==> src/rtl/cmd_rr_arbiter_pkg.sv <==
`default_nettype none
// ============================================================================
// Module      : cmd_rr_arbiter_pkg
// Description : Shared defaults and state encoding for the command
//               round-robin arbiter and its priority picker.
// Revision    : 1.0 - initial release
// ============================================================================
package cmd_rr_arbiter_pkg;

  // Default number of requesters and payload width.
  localparam int unsigned c_N_REQ_DEFAULT = 4;
  localparam int unsigned c_CMD_W_DEFAULT = 32;

  // Arbiter state: IDLE searches round-robin, LOCKED holds one requester
  // until the final beat of its burst is accepted.
  typedef enum logic {
    ST_IDLE   = 1'b0,
    ST_LOCKED = 1'b1
  } arb_state_t;

endpackage : cmd_rr_arbiter_pkg
`default_nettype wire

==> src/rtl/cmd_rr_arbiter_rr_pick.sv <==
`default_nettype none
// ============================================================================
// Module      : rr_pick
// Description : Rotating-priority picker. Selects the first set bit of the
//               request mask, searching upward from (pointer+1) mod N with
//               wrap-around. Purely combinational.
// Ports       : i_req   [N-1:0]  request mask
//               i_ptr   [IW-1:0] last granted index (search starts after it)
//               o_grant [N-1:0]  one-hot grant (all-zero when no request)
//               o_idx   [IW-1:0] index of the granted bit (0 when none)
// Revision    : 1.0 - initial release
// ============================================================================
module rr_pick #(
  parameter int unsigned N  = 4,
  parameter int unsigned IW = $clog2(N)
) (
  input  logic [N-1:0]  i_req,
  input  logic [IW-1:0] i_ptr,
  output logic [N-1:0]  o_grant,
  output logic [IW-1:0] o_idx
);

  logic [IW-1:0] w_cand;

  // Walk the candidates from the farthest (offset N, the pointer itself)
  // down to the nearest (offset 1). Later hits overwrite earlier ones, so
  // the requester closest after the pointer ends up winning.
  always_comb begin
    o_grant = '0;
    o_idx   = '0;
    w_cand  = '0;
    for (int k = int'(N); k >= 1; k--) begin
      w_cand = IW'((int'(i_ptr) + k) % int'(N));
      if (i_req[w_cand]) begin
        o_grant         = '0;
        o_grant[w_cand] = 1'b1;
        o_idx           = w_cand;
      end
    end
  end

endmodule : rr_pick
`default_nettype wire

==> src/rtl/cmd_rr_arbiter.sv <==
`default_nettype none
// ============================================================================
// Module      : cmd_rr_arbiter
// Description : Burst-aware round-robin command arbiter. N_REQ requesters
//               offer command beats; one is accepted per cycle into a single
//               registered output slot. A burst (beats up to req_last) from
//               one requester is never interleaved with other requesters.
// Ports       : CLK        clock, rising edge
//               RST_n      asynchronous active-low reset
//               req_valid  [N_REQ]        per-requester beat valid
//               req_cmd    [N_REQ*CMD_W]  payloads, requester i at [i*CMD_W +: CMD_W]
//               req_last   [N_REQ]        final-beat marker
//               req_ready  [N_REQ]        beat accepted this cycle (one-hot or zero)
//               out_valid/out_cmd/out_src/out_last  registered output beat
//               out_ready  downstream accepts the output beat
// Revision    : 1.0 - initial release
// ============================================================================
module cmd_rr_arbiter
  import cmd_rr_arbiter_pkg::*;
#(
  parameter  int unsigned N_REQ   = c_N_REQ_DEFAULT,
  parameter  int unsigned CMD_W   = c_CMD_W_DEFAULT,
  localparam int unsigned c_SRC_W = $clog2(N_REQ)
) (
  input  logic                   CLK,
  input  logic                   RST_n,
  input  logic [N_REQ-1:0]       req_valid,
  input  logic [N_REQ*CMD_W-1:0] req_cmd,
  input  logic [N_REQ-1:0]       req_last,
  output logic [N_REQ-1:0]       req_ready,
  output logic                   out_valid,
  output logic [CMD_W-1:0]       out_cmd,
  output logic [c_SRC_W-1:0]     out_src,
  output logic                   out_last,
  input  logic                   out_ready
);

  // --------------------------------------------------------------------------
  // State
  // --------------------------------------------------------------------------
  arb_state_t           r_state;
  arb_state_t           w_state_nxt;
  // While LOCKED this also names the locked requester: the lock is taken on
  // an IDLE acceptance, which loads the pointer, and LOCKED never moves it.
  logic [c_SRC_W-1:0]   r_last_grant;

  logic                 r_out_valid;
  logic [CMD_W-1:0]     r_out_cmd;
  logic [c_SRC_W-1:0]   r_out_src;
  logic                 r_out_last;

  // --------------------------------------------------------------------------
  // Grant selection
  // --------------------------------------------------------------------------
  logic [N_REQ-1:0]     w_pick_grant;
  logic [c_SRC_W-1:0]   w_pick_idx;
  logic [N_REQ-1:0]     w_lock_mask;
  logic [N_REQ-1:0]     w_grant_mask;
  logic [c_SRC_W-1:0]   w_grant_idx;
  logic                 w_slot_free;
  logic                 w_accept;
  logic                 w_acc_last;
  logic [CMD_W-1:0]     w_acc_cmd;
  logic [CMD_W-1:0]     w_cmd_arr [N_REQ];

  for (genvar gi = 0; gi < int'(N_REQ); gi++) begin : g_unpack
    assign w_cmd_arr[gi] = req_cmd[gi*CMD_W +: CMD_W];
  end

  rr_pick #(
    .N  (N_REQ),
    .IW (c_SRC_W)
  ) u_rr_pick (
    .i_req   (req_valid),
    .i_ptr   (r_last_grant),
    .o_grant (w_pick_grant),
    .o_idx   (w_pick_idx)
  );

  assign w_lock_mask  = N_REQ'(1) << r_last_grant;
  assign w_grant_mask = (r_state == ST_LOCKED) ? (req_valid & w_lock_mask) : w_pick_grant;
  assign w_grant_idx  = (r_state == ST_LOCKED) ? r_last_grant : w_pick_idx;

  assign w_slot_free  = !r_out_valid || out_ready;
  assign w_accept     = w_slot_free && (|w_grant_mask);
  assign w_acc_last   = req_last[w_grant_idx];
  assign w_acc_cmd    = w_cmd_arr[w_grant_idx];

  // Gated by RST_n so nothing looks accepted while the arbiter is held in reset.
  assign req_ready    = (w_slot_free && RST_n) ? w_grant_mask : '0;

  // --------------------------------------------------------------------------
  // FSM
  // --------------------------------------------------------------------------
  always_ff @(posedge CLK or negedge RST_n) begin
    if (!RST_n) begin
      r_state <= ST_IDLE;
    end else begin
      r_state <= w_state_nxt;
    end
  end

  always_comb begin
    w_state_nxt = r_state;
    case (r_state)
      ST_IDLE:   if (w_accept && !w_acc_last) w_state_nxt = ST_LOCKED;
      ST_LOCKED: if (w_accept &&  w_acc_last) w_state_nxt = ST_IDLE;
      default:   w_state_nxt = ST_IDLE;
    endcase
  end

  // --------------------------------------------------------------------------
  // Pointer: only IDLE acceptances rotate priority.
  // --------------------------------------------------------------------------
  always_ff @(posedge CLK or negedge RST_n) begin
    if (!RST_n) begin
      r_last_grant <= c_SRC_W'(N_REQ - 1);
    end else if (w_accept && (r_state == ST_IDLE)) begin
      r_last_grant <= w_pick_idx;
    end
  end

  // --------------------------------------------------------------------------
  // Output slot: reload on acceptance (even while the old beat drains, so
  // back-to-back beats flow without a bubble), otherwise clear on transfer.
  // --------------------------------------------------------------------------
  always_ff @(posedge CLK or negedge RST_n) begin
    if (!RST_n) begin
      r_out_valid <= 1'b0;
      r_out_cmd   <= '0;
      r_out_src   <= '0;
      r_out_last  <= 1'b0;
    end else if (w_accept) begin
      r_out_valid <= 1'b1;
      r_out_cmd   <= w_acc_cmd;
      r_out_src   <= w_grant_idx;
      r_out_last  <= w_acc_last;
    end else if (out_ready) begin
      r_out_valid <= 1'b0;
    end
  end

  assign out_valid = r_out_valid;
  assign out_cmd   = r_out_cmd;
  assign out_src   = r_out_src;
  assign out_last  = r_out_last;

endmodule : cmd_rr_arbiter
`default_nettype wire

==> config.mk <==
export PLATFORM = sky130hd
export DESIGN_NAME = cmd_rr_arbiter
export DESIGN_NICKNAME = d
export VERILOG_FILES = /design/src/rtl/cmd_rr_arbiter_pkg.sv /design/src/rtl/cmd_rr_arbiter_rr_pick.sv /design/src/rtl/cmd_rr_arbiter.sv
export SDC_FILE = /design/constraint.sdc
export NUM_CORES = 1
export LEC_CHECK = 0
export BUFFER_PORTS_ARGS = -buffer_cell sky130_fd_sc_hd__buf_4
export CAP_MARGIN = 15
export CORE_AREA = 10 10 99 101
export CTS_CLUSTER_DIAMETER = 30
export DETAILED_ROUTE_END_ITERATION = 16
export DIE_AREA = 0 0 109 111
export PLACE_DENSITY = 0.84
export SLEW_MARGIN = 20
export SYNTH_ARGS = -nofsm -noshare
export SYNTH_HDL_FRONTEND = slang
export SYNTH_SLANG_ARGS = --single-unit
export TNS_END_PERCENT = 100
==> constraint.sdc <==
create_clock -name CLK -period 3.4 [get_ports CLK]
set_input_delay 0.17 -clock CLK [delete_from_list [all_inputs] [get_ports CLK]]
set_output_delay 0.17 -clock CLK [all_outputs]
set_load 0.01 [all_outputs]
==> results.py <==
metrics = {
    "outcome": {
        "status": "complete, no violations",
    },
    "detailed_routing": {
        "vias": 2679,
        "wire_per_inst_um": 20.1,
        "drt_iter0_drc": 104,
        "ant_nets": 0,
        "viasPerCell": 5.25,
        "first_pass_iters": 4,
        "routed_wl_um": 10200,
        "drc_errors": 0,
    },
    "yosys": {
        "synth-main-ff-cell": "dfrtp_1",
        "synth-edff-count": 0,
        "syn_nets": 375,
        "yosysSeqAreaShare": 0.321,
        "async_reset_ff_frac": 1.00,
        "ys_types": 44,
        "ys_ff_latch": 39,
        "syn-cell-area_um2": 3040,
        "syn_inst": 229,
        "synth_warnings": 0,
        "syn-mean-instance-area_um2": 13.3,
    },
    "grt": {
        "grt_usage": 0.164,
        "overflow": 0,
        "grt_pass1_wl_um": 15900,
        "grt_max_degree": 43,
        "grt_pass1_vias": 3069,
        "antenna_found_initial": 0,
    },
    "die": {
        "fp.dieArea_um2": 12100,
        "num_rows": 33,
        "core-area_um2": 7970,
        "num_io_pins": 179,
        "fp.dieW_um": 109,
        "start_util": 0.382,
        "fp.dieH_um": 111,
    },
    "critical_path": {
        "critPathKind": "flip-flop to flip-flop",
        "r2r_end": "out_cmd[2]",
        "critPathRequiredTime_ps": 3570,
        "rrSetupSlack_ps": 150,
        "startpoint_type": "flip-flop",
        "rr_startpoint": "r_last_grant[0]",
        "end_kind": "flip-flop",
        "arrival_ps": 3420,
        "crit_path_max_fanout": 19,
        "reg2reg_depth": 8,
    },
    "power_and_ir_drop": {
        "peakVddDrop_uv": 469,
        "leakage_uw": 0.00211,
        "power.density_nw_per_um2": 1070,
        "p_total_uw": 4850,
    },
    "clocking": {
        "clock-sinks": 39,
        "clock-root-buffer": "clkbuf_8",
        "clkLatencyLatePin_ps": 280,
        "cts.path.max_buffers": 2,
        "cts_tree": "yes",
        "clk_pin_slew_ps": 80,
        "htreeDepth": 2,
        "cts_made_buffers": 5,
        "cts.repair.resized": 0,
    },
    "sta": {
        "slew_headroom": 0.627,
        "drv_slew": 0,
        "clock_skew_ps": 2.35,
        "min_period_ps": 3250,
        "clock.fmax_mhz": 308,
        "finalSetupViolCount": 0,
        "worstMarginPinSlew_ps": 551,
        "hold_viol": 0,
        "worst_slack_ps": 150,
        "layout_worst_path_cycle_share": 0.956,
    },
    "min_path": {
        "hold_path_depth": 3,
        "min_path_type": "input port to flip-flop",
        "min_to": "out_valid",
        "hold_start": "out_ready",
    },
    "layout": {
        "layout_common_cells": "buf_4 (185), dfrtp_1 (37), mux4_2 (32), mux2_2 (32), nand2_1 (12)",
        "n_antenna_cell": 0,
        "syn2layout_area_growth_pct": 49.6,
        "final_area_um2": 4550,
        "drive_above_1_share": 0.674,
        "num-nets-final": 550,
        "final_common_cell": "buf_4",
        "fillers": 645,
    },
    "placement": {
        "hpwl_um": 8520,
        "gp_congestion": 0.887,
        "pre_cts_ws_ps": 123,
        "placed_area_um2": 4450,
        "io_buffers": 178,
    },
    "job": {
        "drv_cap": 0,
    },
}
==> metal layers <==
layer | up-vias | part of all wire | track usage
met5 | - | 0 | 0
met4 | 0 | 0.012 | 0.0378
met3 | 9 | 0.12 | 0.0831
met2 | 124 | 0.54 | 0.305
met1 | 1312 | 0.32 | 0.153
li1 | 1234 | - | -
==> critical path, cell delays in order (launching register included) <==
cell and delay (ps):
dfstp_2 650, buf_4 220, mux4_2 610, nand2b_1 200, a21oi_1 190, o21a_2 210
buf_12 190, mux4_1 570, mux2_2 280
==> repair_timing <==
| action | CTS | global route |
|---|---|---|
| hold endpoints to repair | 37 | 0 |
| setup endpoints to repair | 0 | 4 |
| setup buffers | 0 | 1 |
| hold buffers | 1 | 0 |
==> final cells by class <==
class	count	area (um^2)	area share
tap	105	131	0.0288
multi-input combinational	159	1840	0.404
timing repair buffer	190	1480	0.325
clock buffer	6	72.6	0.0159
inverter	9	38.8	0.00852
sequential	39	978	0.215
clock inverter	2	12.5	0.00275
==> cells in the mapped netlist (6+ instances only) <==
master / instances / area, um^2
buf_2: 7 / 35.0
clkbuf_1: 6 / 22.5
nor2_1: 10 / 37.5
nand2_1: 12 / 45.0
dfrtp_1: 37 / 926
ha_1: 7 / 87.6
mux4_1: 20 / 526
inv_1: 9 / 33.8
mux2_2: 33 / 372
mux4_2: 16 / 360
a21oi_1: 6 / 30.0
==> flip-flops by register name, indices dropped and copies added, names as in the netlist, named ones only <==
name,flops
out_last,1
out_cmd,32
out_src,2
out_valid,1
r_last_grant,2
==> metrics by stage <==
| step | setup TNS [ps] | instances | hold slack [ps] | utilization |
|---|---|---|---|---|
| detailed placement | 0 | 500 | 173 | 0.559 |
| global placement | 0 | 500 | 177 | 0.559 |
| global route | -0.886 | 510 | 203 | 0.572 |
| floorplan | -1450 | 229 | -126 | - |
| finish | 0 | 510 | 190 | 0.572 |
| CTS | 0 | 509 | 181 | 0.571 |
==> where the power goes <==
group / switching (uW) / total [uW] / internal, uW
logic: 1510 / 3630 / 2110
clock network: 162 / 306 / 143
registers: 172 / 919 / 747
total: 1850 / 4850 / 3000
==> kinds of logic (layout without fill, tap and decap cells) <==
family | Yosys count | in the layout | synth area share
mux | 75 | 75 | 0.434
fa+ha+maj | 7 | 7 | 0.0288
simple gates | 45 | 45 | 0.0760
flops | 39 | 39 | 0.321
buf+inv | 31 | 207 | 0.0653
compound gates | 32 | 32 | 0.0740
==> worst max-delay path by stage <==
| stage | slack, ps | end | cells past startpoint | from |
|---|---|---|---|---|
| final | 150 | out_cmd[2] | 8 | r_last_grant[0] |
| after global routing | -0.9 | out_cmd[2] | 9 | r_last_grant[0] |
| after CTS | 100 | out_cmd[2] | 9 | r_last_grant[0] |
| after detailed placement | 120 | out_cmd[2] | 9 | r_last_grant[0] |
| after global placement | 200 | out_cmd[2] | 9 | r_last_grant[0] |
| after floorplan | -60 | out_cmd[10] | 14 | r_last_grant[0] |
No activity file was read; power rests on OpenSTA's default activity.
